==> config.mk <==
export PLATFORM = sky130hd
export DESIGN_NAME = gpu_bus_arbiter
export DESIGN_NICKNAME = d
export VERILOG_FILES = /design/src/rtl/gpu_bus_arbiter.sv
export SDC_FILE = /design/constraint.sdc
export NUM_CORES = 1
export LEC_CHECK = 0
export CORE_AREA = 2 2 230 232
export CTS_BUF_LIST = sky130_fd_sc_hd__clkbuf_2
export CTS_CLUSTER_SIZE = 40
export DETAILED_ROUTE_END_ITERATION = 8
export DIE_AREA = 0 0 232 234
export PLACE_DENSITY = 0.49
export SLEW_MARGIN = 40
export SYNTH_ARGS = -nofsm -noshare
export SYNTH_HDL_FRONTEND = slang
export SYNTH_SLANG_ARGS = --single-unit
export TNS_END_PERCENT = 30
==> constraint.sdc <==
create_clock -name clock -period 3.6 [get_ports clock]
set_clock_uncertainty 0.05 [all_clocks]
set_input_delay 0.36 -clock clock [delete_from_list [all_inputs] [get_ports clock]]
set_output_delay 0.36 -clock clock [all_outputs]
set_load 0.1 [all_outputs]
==> src/rtl/gpu_bus_arbiter.sv <==
// gpu_bus_arbiter: round-robin arbiter for two GPU bus requesters plus a framebuffer commit sequencer
module gpu_bus_arbiter #(
  parameter logic [7:0]  GPUAddress    = 8'b00000010,
  parameter logic [10:0] ControlOffset = 11'd0,
  parameter logic [7:0]  PollInterval  = 8'd8,
  parameter logic [15:0] PollLimit     = 16'd2048
) (
  input  logic        clock,
  input  logic        reset,
  input  logic        req0,
  input  logic        req1,
  input  logic        wr0,
  input  logic        wr1,
  input  logic [63:0] addr0,
  input  logic [63:0] addr1,
  input  logic [63:0] wdata0,
  input  logic [63:0] wdata1,
  output logic        ack0,
  output logic        ack1,
  output logic [63:0] rdata,
  input  logic        commit,
  input  logic [63:0] controlBase,
  output logic        commitDone,
  output logic        commitError,
  output logic [63:0] busAddress,
  output logic [63:0] busDataOut,
  output logic        busRead,
  output logic        busWrite,
  output logic        busDataOutEnable,
  input  logic [63:0] busDataIn,
  output logic        busy
);
  typedef enum logic [2:0] {IDLE, ACCESS, RESPOND, COMMIT_WR, POLL_WAIT, POLL_RD, COMMIT_END} stateType;
  localparam logic [63:0] ControlAddress = {GPUAddress, 45'b0, ControlOffset};
  stateType    state;
  logic        grant;
  logic        lastGrant;
  logic        commitPending;
  logic [7:0]  waitCount;
  logic [15:0] pollCount;
  logic        pickOne;
  logic        pickWrite;
  logic        unusedControlBits;
  assign pickOne           = req1 && (!req0 || !lastGrant);
  assign pickWrite         = pickOne ? wr1 : wr0;
  assign busy              = state != IDLE;
  assign unusedControlBits = ^controlBase[1:0];
  always_ff @(posedge clock) begin
    if (reset) begin
      state            <= IDLE;
      grant            <= 1'b0;
      lastGrant        <= 1'b1;
      commitPending    <= 1'b0;
      waitCount        <= 8'd0;
      pollCount        <= 16'd0;
      rdata            <= 64'd0;
      ack0             <= 1'b0;
      ack1             <= 1'b0;
      commitDone       <= 1'b0;
      commitError      <= 1'b0;
      busAddress       <= 64'd0;
      busDataOut       <= 64'd0;
      busRead          <= 1'b0;
      busWrite         <= 1'b0;
      busDataOutEnable <= 1'b0;
    end else begin
      // every pulse and bus drive defaults low so the bus is idle between accesses
      ack0             <= 1'b0;
      ack1             <= 1'b0;
      commitDone       <= 1'b0;
      commitError      <= 1'b0;
      busAddress       <= 64'd0;
      busDataOut       <= 64'd0;
      busRead          <= 1'b0;
      busWrite         <= 1'b0;
      busDataOutEnable <= 1'b0;
      if (commit) commitPending <= 1'b1;
      case (state)
        IDLE: begin
          if (commitPending) begin
            state            <= COMMIT_WR;
            commitPending    <= commit;
            pollCount        <= 16'd0;
            busAddress       <= ControlAddress;
            busDataOut       <= {controlBase[63:2], 2'b01};
            busWrite         <= 1'b1;
            busDataOutEnable <= 1'b1;
          end else if (req0 || req1) begin
            state            <= ACCESS;
            grant            <= pickOne;
            lastGrant        <= pickOne;
            busAddress       <= pickOne ? addr1 : addr0;
            busDataOut       <= pickWrite ? (pickOne ? wdata1 : wdata0) : 64'd0;
            busWrite         <= pickWrite;
            busRead          <= !pickWrite;
            busDataOutEnable <= pickWrite;
          end
        end
        ACCESS: begin
          state <= RESPOND;
          rdata <= busDataIn;
          ack0  <= !grant;
          ack1  <= grant;
        end
        RESPOND: state <= IDLE;
        COMMIT_WR: begin
          state     <= POLL_WAIT;
          waitCount <= PollInterval;
        end
        POLL_WAIT: begin
          if (waitCount <= 8'd1) begin
            state      <= POLL_RD;
            busRead    <= 1'b1;
            busAddress <= ControlAddress;
          end else waitCount <= waitCount - 8'd1;
        end
        POLL_RD: begin
          pollCount <= pollCount + 16'd1;
          if (!busDataIn[0]) begin
            state      <= COMMIT_END;
            commitDone <= 1'b1;
          end else if (pollCount + 16'd1 == PollLimit) begin
            state       <= COMMIT_END;
            commitError <= 1'b1;
          end else begin
            state     <= POLL_WAIT;
            waitCount <= PollInterval;
          end
        end
        COMMIT_END: state <= IDLE;
        default: state <= IDLE;
      endcase
    end
  end
endmodule

==> flow_summary.ini <==
[sta]
setup_viol = 0
max_slew.worst_pin.slew_ns = 0.778
fmax_mhz = 326
tns_ns = 0
post-route-min-period_ns = 3.06
hold_ws_ns = 0.243
fin_crit_sh_pct = 85.1
hold_violations = 0
final-max-slew-violation-count = 0
setup_repair_after_global_routing_missed_its_margin = no
max_slew_margin_pct = 48.2

[logic_synthesis]
synthArstFlopShare_pct = 0
synthFlopType = dfxtp_1
post_synthesis_register_bit_count = 228
area_share_of_the_largest_cell_type_after_synthesis_pct = 50.7
syn_area_per_cell_um2 = 8.16
netlist_area_mm2 = 0.00900
synth_fp_nets = 1497
synth_cells = 1103
ys.warnings.count = 0
ys_types = 63
most_used_standard_cell_by_instance_count_after_synthesis = nand2_1
synth.yosys.seq_area_share_pct = 50.7
synth-edff-count = 0
library_cell_occupying_the_most_area_in_the_post_synthesis_netlist = dfxtp_1
synth_top_cells_by_area = dfxtp_1 (51%), nand2_1 (14%), a21oi_1 (8.3%)
synth_top_cells_by_count = nand2_1 (344), dfxtp_1 (228), a21oi_1 (150)

[final_layout]
nNetsFinal = 2418
fill_cell_instance_count_of_the_final_layout = 5462
final-seq-area_mm2 = 0.00456
fin_area_mm2 = 0.0184
area_of_the_multi_input_gates_mm2 = 0.00411
areaGrowthSynthToFinish_pct = 105
utilization_pct = 35.4
final_layout_size_suffix_gt1_share_pct = 16.6

[clocking]
cts-buffers-inserted = 72
cts_num_sinks = 228
max-clock-path-buffers = 3
clk_latency_ns = 0.96
cts.repair.resized = 0
tritoncts = done
ctsHtreeMaxLevel = 3
root_buffer = clkbuf_2
path_clk_slew_ns = 0.10

[worst_setup_path]
critical_path.top_delay_family = buffers and inverters
critical-path-max-stage-delay_ns = 0.58
reg2reg_depth = 6
timing.critical_path.required_ns = 4.38
cpMaxStageDelayCell = dlygate4sd3_1
regToRegEndpoint = busDataOut[61]$_SDFF_PP0_
critPathArrivalTime_ns = 3.84
critPathLaunchType = input port
start_of_the_worst_register_to_register_path = state[0]$_SDFFE_PP0P_
critical_path.max_fanout = 56
critical-path-top-cell-by-count = dlygate4sd3_1
endpoint_kind = flip-flop
rrSetupSlack_ns = 0.67
worstSetupPathType = input port to flip-flop
path_buf_inv = 5
worstPathCellList = dlygate4sd3_1 > clkdlybuf4s50_1 > nand2_1 > and2_4 > buf_6 > mux2i_1 > dlygate4sd3_1 > o21ai_0 > dlygate4sd3_1

[floorplanning]
chipHeight_um = 234
fp-row-count = 84
die_width_um = 232
io_pins = 591
start_util_pct = 17.3
fp.dieArea_mm2 = 0.0543
core-area_mm2 = 0.0520

[route]
vias_per_cell = 4.14
wl_per_cell_um = 16.7
vias = 11432
initialDrtViolationCount = 423
drt-total-wl_um = 46200
remaining_drc_errors = 0
antenna_violating_nets_post_route = 0
first_pass_iters = 6

[power]
power.clock.fraction_pct = 26.2
max-vdd-ir-drop_v = 0.000239
power.internal_w = 0.00446
comb_power_share_pct = 37.9
p_total_w = 0.00777
power_density_mw_per_mm2 = 422
leakagePower_nw = 8.06
switching_share_pct = 42.6
pwr-share-seq_pct = 35.8
net-switching-power_w = 0.00331

[run_status]
outcome = finished, final reports clean

[place]
placed_cell_area_mm2 = 0.0145
dp.final_hpwl_um = 32400
place.port_buffers = 588
gpl_congestion = 0.829

[min_path]
hold-path-cell-count = 5
holdPathEnd = busAddress[57]$_SDFF_PP0_
holdCritStartpoint = addr0[57]
hp-class = input port to flip-flop

[flow_run]
maxCapViolations = 0

[global_route]
grt_antenna_before_repair = 16
grt_pass1_wl_um = 67100
overflow = 0
grt_pass1_vias = 11844
pin_count_of_the_biggest_net_entering_global_routing = 74
grt_usage_pct = 16.3
==> per-stage QoR <==
step	setup WS, ns	std cells
2_1_floorplan	1.35	1103
5_1_grt	0.490	2762
6_report	0.536	2764
3_3_place_gp	0.790	2311
4_1_cts	0.599	2752
3_5_place_dp	0.956	2311
==> area by class of cell <==
| class | instances | area share, % |
|---|---|---|
| repair buffers | 928 | 44.8 |
| flip-flops and latches | 228 | 24.8 |
| multi-input cells | 788 | 22.3 |
| well taps | 688 | 4.67 |
| clock buffers | 101 | 2.74 |
| clock inverters | 13 | 0.414 |
| diodes | 12 | 0.163 |
| inverters | 6 | 0.122 |
==> state kept, by name, summed over array words and instances, names as in the netlist <==
signal / flops
ack0: 1
ack1: 1
busAddress: 64
busDataOut: 64
busDataOutEnable: 1
busRead: 1
commitDone: 1
commitError: 1
commitPending: 1
grant: 1
lastGrant: 1
pollCount: 16
rdata: 64
state: 3
waitCount: 8
==> routing by layer <==
layer	track usage, %	part of all wire [%]	vias to the layer above
met1	17.1	37	5216
met2	27.5	48	478
met4	9.21	4.0	10
met3	7.09	10	126
li1	-	-	5602
met5	0	0.14	-
==> cell families after synthesis <==
| kind of cell | after synthesis | synth area share, % |
|---|---|---|
| mux | 65 | 7.34 |
| compound gates | 268 | 16.4 |
| xor+xnor | 4 | 0.473 |
| fa+ha+maj | 3 | 0.417 |
| flops | 228 | 50.7 |
| buf+inv | 87 | 3.84 |
| simple gates | 448 | 20.8 |
==> power groups by stage <==
stage,Sequential (W),Clock (W),Combinational [W]
4_1_cts,0.00279,0.00219,0.00296
6_report,0.00278,0.00204,0.00295
5_1_grt,0.00281,0.00232,0.00310
2_1_floorplan,0.00412,0,0.000514
3_3_place_gp,0.00284,0,0.00279
3_5_place_dp,0.00284,0,0.00263
==> repair_timing <==
action,CTS,global route
buffers inserted,0,0
hold endpoints to repair,213,0
hold buffers,327,0
==> worst max-delay path by stage <==
stage / start / to / slack (ns) / cells after the start
2_1_floorplan: pollCount[0]$_SDFFE_PP0P_ / waitCount[0]$_SDFFE_PP0P_ / 1.35 / 7
3_3_place_gp: req0 / busDataOut[27]$_SDFF_PP0_ / 0.79 / 6
3_5_place_dp: pollCount[0]$_SDFFE_PP0P_ / waitCount[0]$_SDFFE_PP0P_ / 0.96 / 7
4_1_cts: state[0]$_SDFFE_PP0P_ / busy / 0.60 / 2
5_1_grt: state[0]$_SDFFE_PP0P_ / busDataOut[31]$_SDFF_PP0_ / 0.49 / 6
6_report: req0 / busDataOut[5]$_SDFF_PP0_ / 0.54 / 9
==> placed cells by master, fill, tap and decap left out, types with 4 or more instances in the layout <==
cell type	Yosys	layout
nand2_2	1	4
inv_1	6	6
a21oi_1	150	150
nand2b_1	7	7
buf_4	3	13
a311oi_1	4	4
clkbuf_2	1	101
buf_2	5	199
clkdlybuf4s50_1	0	387
nand2_1	344	341
nor3_1	16	16
a31oi_1	10	10
dfxtp_1	228	228
clkinv_1	0	9
nand3_1	6	6
dlygate4sd3_1	0	327
nor2_1	41	41
mux2i_1	63	63
diode_2	0	12
o21ai_0	81	81
==> worst reg2reg max path, cell delays in order (launching register included) <==
cell	delay, ns
dfxtp_1	0.43
or3_1	0.62
nor3_4	0.19
buf_4	0.60
nand2_1	0.28
o21ai_0	0.13
dlygate4sd3_1	0.57
(Power assumes the default switching activity.)
==> RTL change 1 (same flow settings) <==
`PollLimit`: 16'd2048 -> 16'd1536.
--- a/src/rtl/gpu_bus_arbiter.sv
+++ b/src/rtl/gpu_bus_arbiter.sv
@@ -3,7 +3,7 @@
   parameter logic [7:0]  GPUAddress    = 8'b00000010,
   parameter logic [10:0] ControlOffset = 11'd0,
   parameter logic [7:0]  PollInterval  = 8'd8,
-  parameter logic [15:0] PollLimit     = 16'd2048
+  parameter logic [15:0] PollLimit     = 16'd1536
 ) (
   input  logic        clock,
   input  logic        reset,
Behaviour: same outputs for any inputs over 4 cycles, from zero or initial values and one cycle with reset high; that may be too few to reach the edited logic, so the function may still have changed.
==> RTL change 1 against the original RTL <==
  * Sequential cell count is the same
  * Sequential share of layout area shrank 0.13 points
  * Setup slack lost 0.17 ns
  * Cell count shrank 0.11%
  * Clock power grew 4%
  * Wire length shrank 3.8%
  * Power grew 1.1%
  * Area after synthesis is essentially flat
  * Design area grew 0.52%
  * Critical path type is now reg -> reg
  * Critical endpoint is now busDataOut[52]
==> RTL change 1: results (changes against the original RTL) <==
outcome finished clean; Leak Pwr 8.09 nW (+0.44%); met2 usage 28.0% (+0.58 points); pre-CTS WS 0.758 ns (-0.198 ns); pin count of the biggest net entering global routing 130 (+76%); post-synthesis cell type count 57 (-9.5%); post-synthesis sequential area ratio 50.7% (about the same); peak supply drop 0.239 mV (-0.25%); Final Wtd Congestion 0.810 (-2.4%); first-pass GRT wire length 65.4 mm (-2.5%); Routed met1 length 17.0 mm (-1.8%); XOR/XNOR Fraction of Synth Area 0.292% (-0.18 points); worst-margin pin slew 0.767 ns (-0.0103 ns); CTS Buf Count 73 (+1.4%); mux cell area share after synthesis 7.26% (-0.080 points); initial DRC count 350 (-17%); CP Max Fanout 53 (-5.4%); Non-clock buffer share 44.8% (about the same); commonest cells in the netlist nand2_1 (341), dfxtp_1 (228), a21oi_1 (155); adder-cell share of the synthesized area 0.417% (about the same); GRT Total Usage 15.6% (-0.70 points); n_diodes 4 (-8); met1 Track Usage GR 16.6% (-0.51 points); met2 WL post-DR 22.6 mm (+1.8%); drt wl/cell 16.1 µm (-3.7%); vias in the first global route 11550 (-2.5%); Worst-path clk slew 0.10 ns (about the same); M3 GR Usage 6.07% (-1.0 points); antenna violations before repair 7 (-9); drt first pass iters 4 (-2); leading post-synthesis cells by cell area dfxtp_1 (51%), nand2_1 (14%), a21oi_1 (8.6%); Slowest-stage cell, CP or4_2; via count 11343 (-0.78%); count of multi-input gates 784 (-0.51%); clock-cell share of area 3.45% (+0.29 points); hpwl dp 31.2 mm (-3.5%); # clk buffers 98 (-3.0%); WL met3 3.91 mm (-18%); CP top delay family simple AND/OR/NAND/NOR gates; Inverters 11 (+5); Layout Nets 2420 (+0.083%); layout cells sized above 1 16.7% (+0.057 points)
[RTL change 1: cell types whose count changed after synthesis, moves of 4 or more]
cell | before | now
buf_1 | 14 | 1
a21oi_1 | 150 | 155
o21ai_0 | 81 | 66
inv_1 | 6 | 10
clkbuf_1 | 58 | 75
nor2_1 | 41 | 37
o21ai_1 | 1 | 10
and4_1 | 0 | 4
[RTL change 1: worst register-to-register path, stage by stage, from the launching register on]
cell and delay [ns]:
dfxtp_1 0.39, nor3_2 0.18, buf_4 0.17, inv_2 0.08, or4_2 0.62, or2_2 0.43, buf_4 0.33, o21ai_0 0.31
dlygate4sd3_1 0.60
[RTL change 1: per-stage QoR]
stage	hold slack [ns]	util, %	power [mW]	instance area, µm²	std cells
floorplan	0.366	-	4.64	9000	1103
global placement	0.391	29.9	5.62	15600	2311
detailed placement	0.393	28.0	5.46	14600	2311
CTS	0.0812	35.5	8.02	18500	2756
global route	0.157	35.6	8.31	18500	2760
finish	0.325	35.6	7.86	18500	2761
[RTL change 1: cells by family after synthesis]
| family | Yosys count |
|---|---|
| flip-flops | 228 |
| AND/OR/NAND/NOR | 446 |
| buffers and inverters | 91 |
| multiplexers | 65 |
| AO/OA/AOI/OAI | 267 |
| XOR/XNOR | 3 |
| adder cells (fa/ha/maj) | 3 |
[RTL change 1: final timing paths]
check / start / endpoint / slack, ns / depth (start not counted)
setup / recovery: state[0] / busDataOut[52] / 0.37 / 8
hold / removal: reset / waitCount[6] / 0.33 / 4
setup reg to reg: state[0] / busDataOut[52] / 0.37 / 8
hold reg to reg: rdata[9] / rdata[9] / 0.40 / 2
[RTL change 1: where the power goes]
group / internal, mW / total [mW] / switching [mW]
Sequential: 2.71 / 2.78 / 0.0731
Clock: 0.880 / 2.13 / 1.25
Combinational: 0.956 / 2.95 / 1.99
Total: 4.54 / 7.86 / 3.31
==> RTL change 2 (same flow settings) <==
Made on the original files. Encoding of `stateType`: now one-hot (7 bits for 7 states).
--- a/src/rtl/gpu_bus_arbiter.sv
+++ b/src/rtl/gpu_bus_arbiter.sv
@@ -30,7 +30,7 @@
   input  logic [63:0] busDataIn,
   output logic        busy
 );
-  typedef enum logic [2:0] {IDLE, ACCESS, RESPOND, COMMIT_WR, POLL_WAIT, POLL_RD, COMMIT_END} stateType;
+  typedef enum logic [6:0] {IDLE = 7'b0000001, ACCESS = 7'b0000010, RESPOND = 7'b0000100, COMMIT_WR = 7'b0001000, POLL_WAIT = 7'b0010000, POLL_RD = 7'b0100000, COMMIT_END = 7'b1000000} stateType;
   localparam logic [63:0] ControlAddress = {GPUAddress, 45'b0, ControlOffset};
   stateType    state;
   logic        grant;
Formal check against the unedited RTL: no difference found for any inputs over 4 cycles, from zero or initial values and one cycle with reset high; so few cycles prove little.
==> RTL change 2 against the original RTL <==
  * Area after synthesis about the same
  * Utilization unchanged
  * Design area unchanged
  * First-iteration DRC count decreased by 12%
  * Fmax decreased by 6.0%
  * Synthesized cell count about the same
  * Power decreased by 5.2%
  * Wire length increased by 3.7%
  * Setup slack got worse by 0.19 ns
  * Sequential cell count increased by 4
  * Worst hold slack got worse by 0.036 ns
  * Register-to-register slack got worse by 0.33 ns
  * Combinational power decreased by 14%
  * Largest power group is now sequential cells
==> RTL change 2: results (changes against the original RTL) <==
outcome finished clean; worst r2r src state[3]; Post-Route WL 47.9 mm (+3.7%); WHS Path Cells 3 (-2); Mapped Cells 1102 (-0.091%); worst hold start wdata1[57]; leading post-synthesis cells by cell area dfxtp_1 (52%), nand2_1 (14%), a21oi_1 (8.2%); Layout Nets 2412 (-0.25%); filler instances 5399 (-1.2%); pin count of the biggest net entering global routing 84 (+14%); Mapped Nets 1496 (-0.067%); CP top delay family simple AND/OR/NAND/NOR gates; drt first pass iters 4 (-2); r2r worst-path depth 10 (+4); CP Max Fanout 61 (+8.9%); met2 usage 29.5% (+2.1 points); first-pass GRT wire length 68.1 mm (+1.5%); GRT Total Usage 16.8% (+0.50 points); post-synthesis cell type count 52 (-17%); peak supply drop 0.249 mV (+4.0%); number of vias per cell 4.11 (-0.54%); WL met3 4.22 mm (-11%); Routed met1 length 17.8 mm (+2.7%); CP max stage delay 0.65 ns (+0.07 ns); layout cells sized above 1 16.9% (+0.27 points)
## RTL change 2: how the worst max path moves through the flow
stage / depth (start not counted) / slack (ns) / end / from
after floorplan: 8 / 0.32 / busAddress[11] / state[4]
after global placement: 9 / 0.82 / waitCount[1] / pollCount[0]
after detailed placement: 9 / 0.76 / waitCount[1] / pollCount[0]
after CTS: 10 / 0.14 / busDataOut[29] / state[3]
after global routing: 10 / 0.11 / busDataOut[48] / state[4]
final: 10 / 0.34 / busDataOut[48] / state[3]
## RTL change 2: cells by family (layout without fill, tap and decap cells)
family | Yosys count | count (layout) | synth area share [%]
AO/OA/AOI/OAI | 263 | 263 | 15.6
adder cells (fa/ha/maj) | 3 | 3 | 0.417
buffers and inverters | 84 | 1042 | 3.68
multiplexers | 62 | 62 | 6.94
AND/OR/NAND/NOR | 452 | 452 | 21.2
flip-flops | 232 | 232 | 51.6
XOR/XNOR | 6 | 6 | 0.583
other | 0 | 12 | 0
## RTL change 2: tightest hold or removal path, delay by kind of cell
kind                   cells  cell delay (ns)
buffers and inverters      1             0.45
multiplexers               1             0.17
AO/OA/AOI/OAI              1             0.15
## RTL change 2: power groups by stage
stage               clock [mW]  sequential (mW)  combinational [mW]
floorplan                    0             3.84               0.417
global placement             0             2.83                2.35
detailed placement           0             2.83                2.23
CTS                       2.19             2.77                2.55
global route              2.33             2.79                2.67
finish                    2.05             2.77                2.55
## RTL change 2: area by class of cell
cell class	count	area, µm²	share of cell area, %
multi-input combinational	786	4050	22.0
timing repair buffer	919	8220	44.6
inverter	7	26.3	0.143
clock buffer	103	515	2.80
sequential	232	4640	25.2
clock inverter	13	83.8	0.455
tap	688	861	4.67
antenna	12	30.0	0.163
